$ cat config.mk
export PLATFORM = sky130hd
export DESIGN_NAME = frame_switch
export DESIGN_NICKNAME = d
export VERILOG_FILES = /design/src/rtl/frame_pkg.sv /design/src/rtl/frame_pix_sel.sv /design/src/rtl/frame_switch.sv
export SDC_FILE = /design/constraint.sdc
export NUM_CORES = 1
export LEC_CHECK = 0
export ABC_AREA = 1
export CAP_MARGIN = 40
export CORE_MARGIN = 3
export CORE_UTILIZATION = 39
export CTS_CLUSTER_DIAMETER = 60
export DETAILED_ROUTE_END_ITERATION = 8
export PLACE_DENSITY = 0.75
export SYNTH_ARGS = -nofsm -noshare
export SYNTH_HDL_FRONTEND = slang
export SYNTH_SLANG_ARGS = --single-unit
$ cat constraint.sdc
create_clock -name Clk -period 1.8 [get_ports Clk]
set_clock_uncertainty 0.2 [all_clocks]
set_input_delay 0.36 -clock Clk [delete_from_list [all_inputs] [get_ports Clk]]
set_output_delay 0.36 -clock Clk [all_outputs]
set_load 0.02 [all_outputs]
$ cat src/rtl/frame_pkg.sv
// Shared types for the frame switch: FSM state encoding and the
// helper that sizes buffer-index fields from the buffer count.
package frame_pkg;

    typedef enum logic [1:0] {
        ST_BLANK      = 2'd0,
        ST_RUN        = 2'd1,
        ST_PEND_SWAP  = 2'd2,
        ST_PEND_BLANK = 2'd3
    } state_e;

    function automatic int buf_idx_w(input int n);
        return (n <= 2) ? 1 : $clog2(n);
    endfunction

endpackage

$ cat src/rtl/frame_pix_sel.sv
// Per-pixel source select: picks the active buffer, the blank value
// or (when FRAME_SWITCH_TPG_EN is defined) the test-pattern pixel.
// Ports: buf_data/sel/blanked in, pix out (combinational);
// tpg_on/tpg_pix exist only with FRAME_SWITCH_TPG_EN.
module frame_pix_sel
    import frame_pkg::*;
#(
    parameter int               PIX_W     = 8,
    parameter int               NUM_BUF   = 2,
    parameter logic [PIX_W-1:0] BLANK_VAL = '0,
    parameter int               IDX_W     = 1
) (
    input  logic [NUM_BUF*PIX_W-1:0] buf_data,
    input  logic [IDX_W-1:0]         sel,
    input  logic                     blanked,
`ifdef FRAME_SWITCH_TPG_EN
    input  logic                     tpg_on,
    input  logic [PIX_W-1:0]         tpg_pix,
`endif
    output logic [PIX_W-1:0]         pix
);

    always_comb begin
        pix = BLANK_VAL;
        if (!blanked) begin
            for (int k = 0; k < NUM_BUF; k++) begin
                if (int'(sel) == k) begin
                    pix = buf_data[k*PIX_W +: PIX_W];
                end
            end
`ifdef FRAME_SWITCH_TPG_EN
            if (tpg_on) begin
                pix = tpg_pix;
            end
`endif
        end
    end

endmodule

$ cat src/rtl/frame_switch.sv
// Frame-boundary-synchronous source switch for a pixel stream.
// Ports: Clk, Rst_n (sync, active-low); BufData/PixValid/FrameEnd
// pixel input; SwapReq/SwapBuf/BlankReq control; FrameIn/FrameValid
// registered output; ActiveBuf/Blanked status; SwapAck/SelErr pulses.
// Optional: FRAME_SWITCH_TPG_EN adds TpgSel and a counting test pattern.
module frame_switch
    import frame_pkg::*;
#(
    parameter int               PIX_W     = 8,
    parameter int               NUM_BUF   = 2,
    parameter logic [PIX_W-1:0] BLANK_VAL = '0,
    localparam int              BUF_IDX_W = buf_idx_w(NUM_BUF)
) (
    input  logic                     Clk,
    input  logic                     Rst_n,
    input  logic [NUM_BUF*PIX_W-1:0] BufData,
    input  logic                     PixValid,
    input  logic                     FrameEnd,
    input  logic                     SwapReq,
    input  logic [BUF_IDX_W-1:0]     SwapBuf,
    input  logic                     BlankReq,
`ifdef FRAME_SWITCH_TPG_EN
    input  logic                     TpgSel,
`endif
    output logic [PIX_W-1:0]         FrameIn,
    output logic                     FrameValid,
    output logic [BUF_IDX_W-1:0]     ActiveBuf,
    output logic                     Blanked,
    output logic                     SwapAck,
    output logic                     SelErr
);

    state_e               state, state_n;
    logic [BUF_IDX_W-1:0] target, target_n;
    logic [BUF_IDX_W-1:0] active_n;
    logic                 blanked_n;
    logic                 ack_n;
    logic                 bnd;
    logic                 legal;
    logic [PIX_W-1:0]     sel_pix;

    assign bnd   = PixValid & FrameEnd;
    assign legal = SwapReq && (int'(SwapBuf) < NUM_BUF);

`ifdef FRAME_SWITCH_TPG_EN
    logic             tpg_act;
    logic [PIX_W-1:0] tpg_cnt;

    always_ff @(posedge Clk) begin
        if (!Rst_n) begin
            tpg_act <= 1'b0;
            tpg_cnt <= '0;
        end else begin
            if (bnd) begin
                tpg_act <= TpgSel;
                tpg_cnt <= '0;
            end else if (PixValid) begin
                tpg_cnt <= tpg_cnt + 1'b1;
            end
        end
    end
`endif

    frame_pix_sel #(
        .PIX_W     (PIX_W),
        .NUM_BUF   (NUM_BUF),
        .BLANK_VAL (BLANK_VAL),
        .IDX_W     (BUF_IDX_W)
    ) u_sel (
        .buf_data (BufData),
        .sel      (ActiveBuf),
        .blanked  (Blanked),
`ifdef FRAME_SWITCH_TPG_EN
        .tpg_on   (tpg_act),
        .tpg_pix  (tpg_cnt),
`endif
        .pix      (sel_pix)
    );

    // Boundary resolution first, then requests act on the post-boundary
    // state, so a request landing on a boundary waits for the next one.
    always_comb begin
        state_n   = state;
        target_n  = target;
        active_n  = ActiveBuf;
        blanked_n = Blanked;
        ack_n     = 1'b0;
        if (bnd) begin
            if (state == ST_PEND_SWAP) begin
                state_n   = ST_RUN;
                active_n  = target;
                blanked_n = 1'b0;
                ack_n     = 1'b1;
            end else if (state == ST_PEND_BLANK) begin
                state_n   = ST_BLANK;
                blanked_n = 1'b1;
                ack_n     = 1'b1;
            end
        end
        if (BlankReq) begin
            if (state_n == ST_RUN || state_n == ST_PEND_SWAP) begin
                state_n = ST_PEND_BLANK;
            end
        end else if (legal) begin
            if (!(state_n == ST_RUN && SwapBuf == active_n)) begin
                state_n  = ST_PEND_SWAP;
                target_n = SwapBuf;
            end
        end
    end

    always_ff @(posedge Clk) begin
        if (!Rst_n) begin
            state      <= ST_BLANK;
            target     <= '0;
            ActiveBuf  <= '0;
            Blanked    <= 1'b1;
            SwapAck    <= 1'b0;
            SelErr     <= 1'b0;
            FrameIn    <= BLANK_VAL;
            FrameValid <= 1'b0;
        end else begin
            state      <= state_n;
            target     <= target_n;
            ActiveBuf  <= active_n;
            Blanked    <= blanked_n;
            SwapAck    <= ack_n;
            SelErr     <= SwapReq && !legal;
            FrameValid <= PixValid;
            if (PixValid) begin
                FrameIn <= sel_pix;
            end
        end
    end

endmodule

==> results by stage <==
Run status:
- The flow ran to the end, and the final reports show no timing, DRC or antenna violations.

Logic synthesis:
- In the post-synthesis netlist, the biggest area contributors are sky130_fd_sc_hd__dfxtp_1 (39%), sky130_fd_sc_hd__nand2_1 (8.4%), sky130_fd_sc_hd__o21a_1 (7.9%).
- The fraction of synthesized cell area taken by the top area cell type is 39.3%.
- The average instance area after synthesis is 7.79 sq um.
- After technology mapping, the gate count stands at 98.
- By count the netlist is led by sky130_fd_sc_hd__nand2_1 (17), sky130_fd_sc_hd__dfxtp_1 (15), sky130_fd_sc_hd__a21oi_1 (10).
- The area share of xor/xnor cells in the synthesized design is 0%.
- Counting flops and latches in the post-synthesis netlist gives 15.
- After Yosys synthesis, and, or, nand and nor cells account for 24.6% of the synthesized area.
- The prevailing post-synth register cell is sky130_fd_sc_hd__dfxtp_1.
- After synthesis, the largest family of logic cells by area is simple AND/OR/NAND/NOR gates.
- The compound-cell area share of the yosys netlist is 23.3%.
- The synthesized design contains 0 enable-type register cells.
- The cell with the most instances after synthesis is sky130_fd_sc_hd__nand2_1.
- Summing every instance area after synthesis gives 763 sq um.
- The biggest area contributor in the post-synthesis netlist is sky130_fd_sc_hd__dfxtp_1.
- The multiplexer area fraction after synthesis is 0%.
- Counting distinct cell types in the post-synthesis netlist gives 25.
- Sequential cells were found to cover between 30% and 40% of the synthesized design area.
- The synthesized net count is 123.
- For this run, asynchronously set or reset flops after synthesis account for 0%.
- The arithmetic-cell share of the synthesized area counting full adders, half adders and majority gates is 3.28%.
- The count of warnings emitted by yosys is 0.

Floorplan:
- The region available for standard cell placement spans 1780 sq um.
- The floorplan step defined a die boundary enclosing 2520 sq um.
- In this run the count of I/O pins placed on the die edge is 36.
- Measured along the x axis, the die boundary spans between 50 and 60 microns.
- The chip height is between 50 and 60 microns.
- The initial standard-cell utilization of the core is 42.8%.
- After floorplanning, the core was divided into 15 placement rows.

Finish:
- The total non-filler cell area in the finished layout is 1210 sq um.
- Compared with the post-synthesis result, the final layout area differs by 58.5%.
- The fraction of final layout cells sized beyond drive strength 1 is around 18%.
- 0 antenna diodes ended up in the layout.
- The net count reported at finish is 165.
- The final non-filler cell total is 164.

STA:
- Based on the critical path, the design can be clocked at up to 576 MHz.
- The final critical path time including I/O delays and setup is 1.74 ns.
- The worst hold margin is approximately 0.26 ns.
- Setup repair after global routing left no endpoint under its margin.
- The hold violation count in the final report is 0.
- Dividing the final minimum period by the clock period gives 96.5%.
- The number of max-slew violations in the final report came to 0.
- The total setup violations reported at the end of the flow is 0.

Placement:
- The number of I/O port buffers is 34.
- The number of placed instances with taps included is 160.
- The congestion estimate from routability-driven global placement came to 0.930.
- The HPWL after detailed placement is 1.58 mm.
- After detailed placement, the total cell area comes to 1160 sq um.

Clocking:
- In this run the number of H-tree levels came out at 1.
- The post-CTS clock slew at the launch and capture registers of the worst setup and hold paths is 0.09 ns.
- The insertion delay to the later sink of the worst-skew pair is 0.27 ns.
- The total of hold buffers inserted after clock tree synthesis is 0.
- TritonCTS built the clock tree.
- The tree is rooted in a sky130_fd_sc_hd__clkbuf_4.
- The post-CTS repair timing setup buffer count is 0.
- The number of sinks handled by clock tree synthesis is 15.
- The number of CTS-inserted buffers is 3.
- The clock passes through at most 2 buffers.

Routing:
- The amount of wire on met2 after detailed routing is 927 microns.
- The number of vias per cell is 4.87.
- The length of routed met3 wiring is about 190 microns.
- The met1 wire length is around 900 microns.
- The number of design-rule violations left by the first detailed-router iteration is 8.
- The count of nets left with antenna violations once routing finished came out at 0.
- In the routed design, unresolved DRC markers number 0.
- The detailed router used layers up to and including met4.
- In the final routed layout, each cell accounts on average for 12.5 microns.
- Summed over all layers, the routed wires come to 2.06 mm.
- The via count is about 800.
- The number of detailed-route iterations in the first pass is 4.

Power and ir drop:
- The internal portion of total power is 524 uW.
- The completed layout was analyzed and its total power is ~720 uW.
- In this run the power spent charging and discharging nets is ~200 uW.
- For this design the static power due to leakage is 0.000660 uW.
- The share of power burned in the clock network is 25.5%.
- The switching share of power is 27.4%.
- The portion of total power attributed to sequential cells is 49.0%.
- Per report_power, the combinational group accounts for 25.6% of the total.
- The worst IR drop on VDD is 0.377 mV.
- The power density relative to cell area is 597 nW/um^2.

Worst setup path:
- On the worst path, the slowest cell contributes a delay of just under 0.6 ns.
- On the critical path the largest part of the delay comes from buffers and inverters.
- The critical path capture point type is a primary output.
- In this run the worst path has a maximum fanout of 1.
- The signal on the critical path passes through clkdlybuf4s50_1.
- At the worst endpoint, the arrival time is 1.18 ns.
- The worst setup path is launched from a flip-flop.
- The buffer and inverter count on the worst path is 1.
- On the critical path, the stage with the largest delay is an instance of sky130_fd_sc_hd__clkdlybuf4s50_1.
- The kind of critical path is reg2out.
- For the worst setup path, the data required time is ~1.2 ns.

Flow run:
- Max-cap violations in this run came to 0.

Min path:
- The worst hold path belongs to the class reg2reg.

Global routing:
- The maximum number of pins on one net before global-route repair is 13.
- The first global-routing pass estimated 3.44 mm of wire.
- Global routing finished with a remaining overflow of 0.
- The number of global-route vias before repair is 839.
- The initial antenna violation count was 0.
- Across every metal layer, demand over resource in global routing totals 17.7%.
layout by cell type (no fill, tap or decap), drive strengths merged:
cell type | netlist | routed
inv | 11 | 11
nand4 | 1 | 1
dlymetal6s2s | 0 | 10
o211ai | 1 | 1
conb | 1 | 1
dfxtp | 15 | 15
ha | 2 | 2
clkbuf | 1 | 3
clkinv | 1 | 2
clkdlybuf4s50 | 0 | 22
o22ai | 1 | 1
nand2 | 21 | 21
dlygate4sd2 | 0 | 2
a21oi | 11 | 11
buf | 2 | 6
o21ai | 9 | 9
nor2 | 6 | 6
nand3 | 7 | 7
o21a | 8 | 8
power groups by stage:
| stage | combinational (uW) | clock, uW | sequential [uW] |
|---|---|---|---|
| global placement | 181 | 0 | 361 |
| finish | 185 | 184 | 354 |
| floorplan | 86.1 | 0 | 368 |
| detailed placement | 183 | 0 | 362 |
| CTS | 183 | 195 | 354 |
| global route | 202 | 212 | 356 |
metrics by stage:
step | utilization (%) | worst slack (ns) | setup TNS [ns]
final | 67.9 | 0.0629 | 0
after global routing | 67.9 | 0.0204 | 0
after CTS | 66.3 | 0.00619 | 0
after detailed placement | 64.9 | -0.187 | -0.760
after global placement | 64.9 | -0.132 | -0.309
after floorplan | - | 0.265 | 0
kinds of logic (layout without fill, tap and decap cells):
| logic type | Yosys count | in the layout |
|---|---|---|
| and+or+nand+nor | 35 | 35 |
| AOI/OAI and AO/OA | 30 | 30 |
| DFF | 15 | 15 |
| buffers and inverters | 15 | 56 |
| adders and majority gates | 2 | 2 |
| other | 1 | 1 |
path summary, 6_finish.rpt:
path / from / to / slack (ns) / cells after the start
max: SwapAck$_SDFF_PN0_ / SwapAck / 0.06 / 1
min: FrameIn[7]$_SDFFE_PN0P_ / FrameIn[7]$_SDFFE_PN0P_ / 0.26 / 2
max reg2reg: state[0]$_SDFF_PN0_ / target$_SDFFE_PN0P_ / 0.15 / 9
min reg2reg: FrameIn[7]$_SDFFE_PN0P_ / FrameIn[7]$_SDFFE_PN0P_ / 0.26 / 2
flip-flops by register name, summed over array words and instances (netlist names):
register,cells
FrameIn,8
state,2
ActiveBuf,1
Blanked,1
FrameValid,1
SwapAck,1
target,1
per-layer routing:
metal	vias to the layer above	global-route usage [%]
met5	-	0
met4	0	10.1
met3	4	5.64
met2	38	29.6
met1	353	19.4
li1	403	-
final cells by class:
cell class | count | area (sq um)
fill | 153 | 573
timing repair buffer | 40 | 408
multi-input combinational | 68 | 397
sequential | 15 | 300
inverter | 12 | 46.3
tap | 25 | 31.3
clock buffer | 3 | 22.5
clock inverter | 1 | 5.00
what timing repair did:
item | CTS | global route
cloned | 0 | 0
endpoints found under the setup margin | 2 | 10
resized for setup | 2 | 11
No activity file was read; power rests on OpenSTA's default activity.
